$ cat config.mk
export PLATFORM = sky130hd
export DESIGN_NAME = life_sequencer
export DESIGN_NICKNAME = d
export VERILOG_FILES = /design/src/rtl/life_sequencer.sv
export SDC_FILE = /design/constraint.sdc
export NUM_CORES = 1
export LEC_CHECK = 0
export ABC_AREA = 1
export CAP_MARGIN = 30
export CORE_ASPECT_RATIO = 0.6
export CORE_UTILIZATION = 48
export CTS_CLUSTER_DIAMETER = 30
export DETAILED_ROUTE_END_ITERATION = 7
export GPL_TIMING_DRIVEN = 0
export PLACE_DENSITY = 0.88
export SLEW_MARGIN = 20
export SYNTH_ARGS = -nofsm -noshare
export SYNTH_HDL_FRONTEND = slang
export SYNTH_SLANG_ARGS = --single-unit
$ cat constraint.sdc
create_clock -name clk -period 3.1 [get_ports clk]
set_input_delay 0.465 -clock clk [delete_from_list [all_inputs] [get_ports clk]]
set_output_delay 0.465 -clock clk [all_outputs]
set_load 0.005 [all_outputs]
$ cat src/rtl/life_sequencer.sv
// life_sequencer: generation register and sequencing control for an 8x8 Game-of-Life datapath
// Optional feature macro: LIFE_OSC2_DETECT_EN (period-2 oscillator detection and halt)
// Ports:
//   clk        - system clock, rising edge
//   reset      - asynchronous active-low reset
//   load/seed  - pulse; capture seed grid, restart at generation 0 in PAUSED
//   run        - level; free-run enable
//   step       - pulse; single advance while PAUSED
//   period     - free-run advance every period+1 cycles
//   max_gen    - generation limit, 0 = unlimited
//   dp_grid    - current grid to the combinational datapath
//   dp_next    - next grid from the datapath
//   grid       - current grid (same as dp_grid)
//   gen_count  - saturating generations since load
//   state      - IDLE=00, PAUSED=01, RUNNING=10, HALTED=11
//   gen_valid  - one-cycle pulse after each advance
//   extinct, stable, done, osc2 - sticky halt reasons, cleared by load or reset
module life_sequencer #(
    parameter int GRID_W = 64,
    parameter int DIV_W  = 24,
    parameter int GEN_W  = 16
) (
    input  logic              clk,
    input  logic              reset,
    input  logic              load,
    input  logic [GRID_W-1:0] seed,
    input  logic              run,
    input  logic              step,
    input  logic [DIV_W-1:0]  period,
    input  logic [GEN_W-1:0]  max_gen,
    output logic [GRID_W-1:0] dp_grid,
    input  logic [GRID_W-1:0] dp_next,
    output logic [GRID_W-1:0] grid,
    output logic [GEN_W-1:0]  gen_count,
    output logic [1:0]        state,
    output logic              gen_valid,
    output logic              extinct,
    output logic              stable,
    output logic              done,
    output logic              osc2
);
    typedef enum logic [1:0] {IDLE = 2'b00, PAUSED = 2'b01, RUNNING = 2'b10, HALTED = 2'b11} state_t;

    state_t            state_q, state_d;
    logic [GRID_W-1:0] grid_q, grid_d;
    logic [GEN_W-1:0]  gen_q, gen_d, gen_inc;
    logic [DIV_W-1:0]  div_q, div_d;
    logic              gen_valid_q, gen_valid_d;
    logic              extinct_q, extinct_d;
    logic              stable_q, stable_d;
    logic              done_q, done_d;
    logic              osc2_q, osc2_d;
    logic              adv, hit_ext, hit_stb, hit_done, hit_osc;

    assign gen_inc  = gen_q + GEN_W'(1);
    assign hit_ext  = dp_next == '0;
    assign hit_stb  = dp_next == grid_q;
    // gen_inc wraps to 0 only when saturated, which never matches a non-zero limit
    assign hit_done = max_gen != '0 && gen_inc == max_gen;

`ifdef LIFE_OSC2_DETECT_EN
    logic [GRID_W-1:0] prev_q, prev_d;
    // prev_q only holds a real grid once at least one advance has happened
    assign hit_osc = gen_q != '0 && dp_next == prev_q;
    always_comb prev_d = load ? '0 : adv ? grid_q : prev_q;
    always_ff @(posedge clk or negedge reset)
        if (!reset) prev_q <= '0;
        else        prev_q <= prev_d;
`else
    assign hit_osc = 1'b0;
`endif

    always_comb begin
        state_d   = state_q;
        grid_d    = grid_q;
        gen_d     = gen_q;
        div_d     = div_q;
        extinct_d = extinct_q;
        stable_d  = stable_q;
        done_d    = done_q;
        osc2_d    = osc2_q;
        adv       = 1'b0;
        if (load) begin
            state_d   = PAUSED;
            grid_d    = seed;
            gen_d     = '0;
            div_d     = '0;
            extinct_d = seed == '0;
            stable_d  = 1'b0;
            done_d    = 1'b0;
            osc2_d    = 1'b0;
        end else begin
            case (state_q)
                PAUSED: begin
                    if (run) begin
                        state_d = RUNNING;
                        div_d   = '0;
                    end else adv = step;
                end
                RUNNING: begin
                    // dropping run wins over a coinciding tick; a shrunk period lets div_q wrap naturally
                    if (!run) state_d = PAUSED;
                    else if (div_q == period) adv = 1'b1;
                    else div_d = div_q + DIV_W'(1);
                end
                default: ;
            endcase
            if (adv) begin
                grid_d    = dp_next;
                gen_d     = &gen_q ? gen_q : gen_inc;
                div_d     = '0;
                extinct_d = extinct_q | hit_ext;
                stable_d  = stable_q | hit_stb;
                done_d    = done_q | hit_done;
                osc2_d    = osc2_q | hit_osc;
                if (hit_ext || hit_stb || hit_done || hit_osc) state_d = HALTED;
            end
        end
        gen_valid_d = adv;
    end

    always_ff @(posedge clk or negedge reset) begin
        if (!reset) begin
            state_q     <= IDLE;
            grid_q      <= '0;
            gen_q       <= '0;
            div_q       <= '0;
            gen_valid_q <= 1'b0;
            extinct_q   <= 1'b0;
            stable_q    <= 1'b0;
            done_q      <= 1'b0;
            osc2_q      <= 1'b0;
        end else begin
            state_q     <= state_d;
            grid_q      <= grid_d;
            gen_q       <= gen_d;
            div_q       <= div_d;
            gen_valid_q <= gen_valid_d;
            extinct_q   <= extinct_d;
            stable_q    <= stable_d;
            done_q      <= done_d;
            osc2_q      <= osc2_d;
        end
    end

    assign dp_grid   = grid_q;
    assign grid      = grid_q;
    assign gen_count = gen_q;
    assign state     = state_q;
    assign gen_valid = gen_valid_q;
    assign extinct   = extinct_q;
    assign stable    = stable_q;
    assign done      = done_q;
    assign osc2      = osc2_q;
endmodule

Word level (Yosys, flattened, before mapping)
Cells that the tools add are included.
Cells by class
  bitwise logic cells: 3
  $mul: 0
  eq/ne operators: 9
  reduce and logical (&&, ||, !) cells: 11
  shifts and indexed selects: 0
  muxes and demuxes: 29
  add/sub/neg operators: 2
  div/mod/pow operators: 0
  $lt $le $gt $ge: 0
Operators by type and width (count)
  $logic_not 64->1: 2
  $mux 64: 2
  $mux 24: 5
  $eq 64x64->1: 1
  $mux 16: 3
  $pmux 24 s2: 1
  $add 24x1->24 const B: 1
  $eq 24x24->1: 1
  $add 16x1->16 const B: 1
  $eq 16x16->1: 1
  $reduce_and 16->1: 1
  $reduce_bool 16->1: 1
  $ne 4x4->1 const B: 3
  $mux 1: 11
  $mux 2: 5
  $pmux 2 s2: 1
  $reduce_and 4->1: 1
  $reduce_bool 4->1: 1
  $or 1x1->1: 3
  $eq 2x1->1 const B: 1
  $eq 2x2->1 const B: 1
  $logic_or 1x1->1: 2
  $ne 2x2->1 const B: 1
  $pmux 1 s2: 1
  other kinds (3): 3
Storage, ports and cells
  memories kept: 0
  bits in latches: 0
  RAM bits: 0
  bits of input ports: 173
  register bits: 110
  output and inout port bits: 151
  bits in read-only memories: 0

Depth between registers and ports, before layout
  depth in word-level cells: 7
  gate-level depth with buffers: 15

Worst setup path after synthesis
No wires, ideal clock.
  path kind: reg-to-reg
  start point: register gen_q[0] (netlist: gen_count[0])
  end point: register gen_q[15] (netlist: gen_count[15])
  path slack: 1.184 ns
  setup time: 0.076 ns
  arrival time: 1.839 ns
  buffers on the path: 2
  clock period less this slack: 1.916 ns
  cell stages (with the launch flop): 11
  required time: 3.024 ns
  path through: dfrtp_1 ha_1 nand2_1 nor2_1 nand3_1 or3_1 buf_6 nand2_4 buf_6 nand2_1 o21ai_1
Between the ends
  longest elaborated chain between the ends: 4
  elaborated cells on any way between the ends: 7
  classes of those cells: add/sub (1); eq/ne (1); mux (3); reduce/logical (2)
Ends and longest elaborated chain
  start, declared: RTL line 46  | logic [GEN_W-1:0] gen_q, gen_d, gen_inc;
  start signal, assigned: RTL line 136  | gen_q <= gen_d;
  $add 16x1->16: RTL line 55  | assign gen_inc = gen_q + GEN_W'(1);
  $mux 16: RTL line 110  | gen_d = &gen_q ? gen_q : gen_inc;
  $mux 16: RTL line 108  | if (adv) begin
  $mux 16: RTL line 83  | if (load) begin
Several ways; a longest one is shown, not always the timed one. The select of a mux whose other input is x is not followed.
A chain may end at the register's enable or synchronous reset.

Worst setup path after layout
  start point: input port period[12]
  end point: register grid_q[30] (netlist: dp_grid[30])
Between the ends
  longest elaborated chain between the ends: 6
Ends and longest elaborated chain
  start, declared: RTL line 29  | input logic [DIV_W-1:0] period,
  $eq 24x24->1: RTL line 103  | else if (div_q == period) adv = 1'b1;
  $mux 1: RTL line 103
  $mux 1: RTL line 102  | if (!run) state_d = PAUSED;
  $pmux 1 s2: RTL line 93  | case (state_q)
  $mux 1: RTL line 83
  $reduce_bool 2->1 (no line)
  end signal, assigned: RTL line 135  | grid_q <= grid_d;
  end, declared: RTL line 45  | logic [GRID_W-1:0] grid_q, grid_d;
No other way between the ends. The select of a mux whose other input is x is not followed.

==> run_results.csv <==
group,metric,value,unit
run_status,status,"complete, no violations",
clock_tree,cts_tree,"built",
routing,drt_wl_total,29.5,mm
routing,m1WireLength,12.5,mm
floorplan,row_count,36,
setup_path,crit_required,3.34,ns
synth,yosys-top-cells-count,"nand2_1 (394), nand3_1 (124), dfrtp_1 (110), nor2_1 (102), buf_4 (65)",
setup_path,worstSetupPathDepth,14,
layout,areaGrowthSynthToFinish,47.7,%
setup_path,critPathLaunchType,"input port",
power,pwr_density_cell,457,nW/µm²
layout,nets,1652,
hold_path,hp-class,"input port to async pin",
setup_path,crit_path_end_kind,"flip-flop",
clock_tree,clk_path_buf_depth,2,
routing,wl_met2,13.5,mm
setup_path,worstReg2RegStart,"div_q[0]",
synth,yosysSeqAreaShare,0.344,
layout,fin_util,0.727,
timing,setup_viol_count_final,0,
layout,drive_gt1_frac,0.0804,
placed_design,gp_congestion,0.979,
floorplan,dieArea,17200,µm²
setup_path,cpLargestDelayFamily,"simple AND/OR/NAND/NOR gates",
synth,yosys_warnings,0,
floorplan,start_util,0.492,
timing,clock.fmax,390,MHz
global_routing,track_usage,0.345,
synth,synthesis.area,8010,µm²
routing,vias,9078,
timing,slew_headroom,0.539,
clock_tree,clockRootBuffer,"clkbuf_16",
clock_tree,path_clk_slew,0.08,ns
setup_path,critPathBufInv,3,
setup_path,critPathKind,"input port to flip-flop",
synth,async_reset_ff_frac,1.00,
global_routing,antenna_found_initial,0,
timing,setup_slack,0.536,ns
routing,viasPerCell,5.31,
floorplan,core,16300,µm²
layout,num_antenna_cells,0,
setup_path,r2r.worst_path.cells,10,
placed_design,dp_cells,1692,
setup_path,crit_chain,"clkdlybuf4s50_1 -> xnor2_1 -> nand2_1 -> nor2_1 -> nand3_1 -> nor2_1 -> nand3_1 -> nand2_1 -> nand2_1 -> nand2_2 -> inv_2 -> clkbuf_1 -> nand2_1 -> nand3_1",
clock_tree,clk_latency,0.36,ns
timing,worst_slew_pin_slew,0.690,ns
clock_tree,h-tree-depth,3,
routing,highest_layer,"met4",
placed_design,port_buffers,322,
routing,drcViolationCount,0,
floorplan,fp.dieH,102,µm
routing,wl_met3,2.99,mm
global_routing,grt_max_degree,62,
synth,yosys-top-cells-area,"dfrtp_1 (34%), nand2_1 (18%), nand3_1 (7.8%)",
timing,slew_violations,0,
timing,finalCritPeriodShare,0.827,
synth,syn_inst,1141,
synth,synth_top_area_frac,0.344,
setup_path,cp_data_arrival_time,2.80,ns
clock_tree,cts_buffers,9,
layout,n_fill_cell,1335,
synth,syn_area_per_cell,7.02,µm²
setup_path,max_stage_delay,0.48,ns
routing,post_drt_wl_per_cell,17.3,µm
clock_tree,cts_setup_buffers,0,
timing,hold_viol_final,0,
clock_tree,cts_num_sinks,110,
synth,synth_edf_count,0,
power,max-vdd-ir-drop,0.285,mV
layout,finalNonFillerCells,1708,
timing,period_needed,2.56,ns
setup_path,worst_path_most_repeated_cell,"nand2_1",
routing,ant_nets,0,
placed_design,post-place-ws,0.171,ns
floorplan,ios,324,
synth,ys_seq_elements,110,
flow_run,drv_cap,0,
setup_path,r2r_slack,0.54,ns
setup_path,crit_fanout,10,
synth,synth.distinct_cells,39,
synth,synth_most_common_cell,"nand2_1",
global_routing,globalRoute.totalOverflow,0,
synth,syn_nets,1318,
routing,firstDrtPassIters,5,
synth,synth_top_flop_cell,"dfrtp_1",
setup_path,reg2reg_to,"div_q[22]",
setup_path,cp_slowest_cell,"clkdlybuf4s50_1",
timing,finalClockSkew,0.00915,ns
global_routing,grt_first_pass_wirelength,45.3,mm
global_routing,first_global_vias,8493,
routing,drt_iter0_drc,899,
placed_design,detailed_place_hpwl,23.7,mm
floorplan,fp.dieW,169,µm
power,leakagePower,4.97,nW
power,finalPower,0.00540,W
synth,synth_top_cell_by_area,"dfrtp_1",
timing,rsz0062_at_grt,"false",
clock_tree,hold_buffers,0,
clock_tree,cts_resized,0,
[layout make-up]
class	count	area (µm²)	share of cell area
Buffer	97	692	0.0585
Clock buffer	10	239	0.0202
Sequential cell	110	2750	0.233
Inverter	64	240	0.0203
Clock inverter	6	45.0	0.00381
Tap cell	228	285	0.0241
Multi-Input combinational cell	870	4320	0.365
Timing Repair Buffer	323	3250	0.275
[placed cells by master (no fill, tap or decap), types with 11 or more instances in the layout]
cell,count
clkbuf_1,15
dfrtp_1,110
clkdlybuf4s50_1,321
buf_4,65
buf_6,11
nor4_1,33
xnor2_1,56
nor3_1,19
nand4_1,17
nand2_1,394
nand3_1,124
xor2_1,40
nor2_1,102
o21ai_0,33
inv_1,62
[through the flow]
step	area [µm²]	hold WS (ns)	TNS, ns
floorplan	8010	0.169	0
global placement	11500	0.466	-310.50
detailed placement	11500	0.454	0
CTS	11800	0.0687	0
global route	11800	0.0805	0
finish	11800	0.0510	0
[worst max-delay path by stage]
stage                 start            end  slack, ns
5_1_grt          period[13]    dp_grid[36]       0.36
4_1_cts          period[12]    dp_grid[36]       0.53
2_1_floorplan  gen_count[0]  gen_count[15]       1.18
3_5_place_dp     period[12]    dp_grid[36]       0.17
6_report         period[12]    dp_grid[30]       0.54
3_3_place_gp          reset    dp_grid[15]      -2.83
[logic make-up after synthesis]
group,synth area share
buf+inv,0.116
simple gates,0.381
xor+xnor,0.113
compound gates,0.0384
fa+ha+maj,0.00625
other cells,0.000468
flops,0.344
[registers in the layout, summed over array words and instances (netlist names)]
signal     cells
extinct        1
gen_count     16
stable         1
div_q         24
done           1
state          2
gen_valid      1
dp_grid       64
[metal layers]
metal  track usage  up-vias
li1              -     4296
met1         0.466     4241
met2         0.566      510
met3        0.0798       31
met4        0.0832        0
met5             0        -
[worst register-to-register path, cell delays in order, from the launching register on]
cell     delay, ns
dfrtp_1       0.47
ha_1          0.29
nand3_1       0.19
nor3_2        0.24
nand2_1       0.11
nor2_1        0.14
nand2_1       0.11
nor3_1        0.44
nand3_1       0.18
xor2_1        0.18
o21ai_1       0.13
[report_power, final]
part / leakage [nW] / switching (W) / internal [W] / total, W
clock network: 0.143 / 0.000591 / 0.000576 / 0.00117
logic: 3.42 / 0.000939 / 0.00137 / 0.00231
registers: 1.41 / 0.000297 / 0.00163 / 0.00192
total: 4.97 / 0.00183 / 0.00357 / 0.00540
Power figures use the tool's default switching activity.
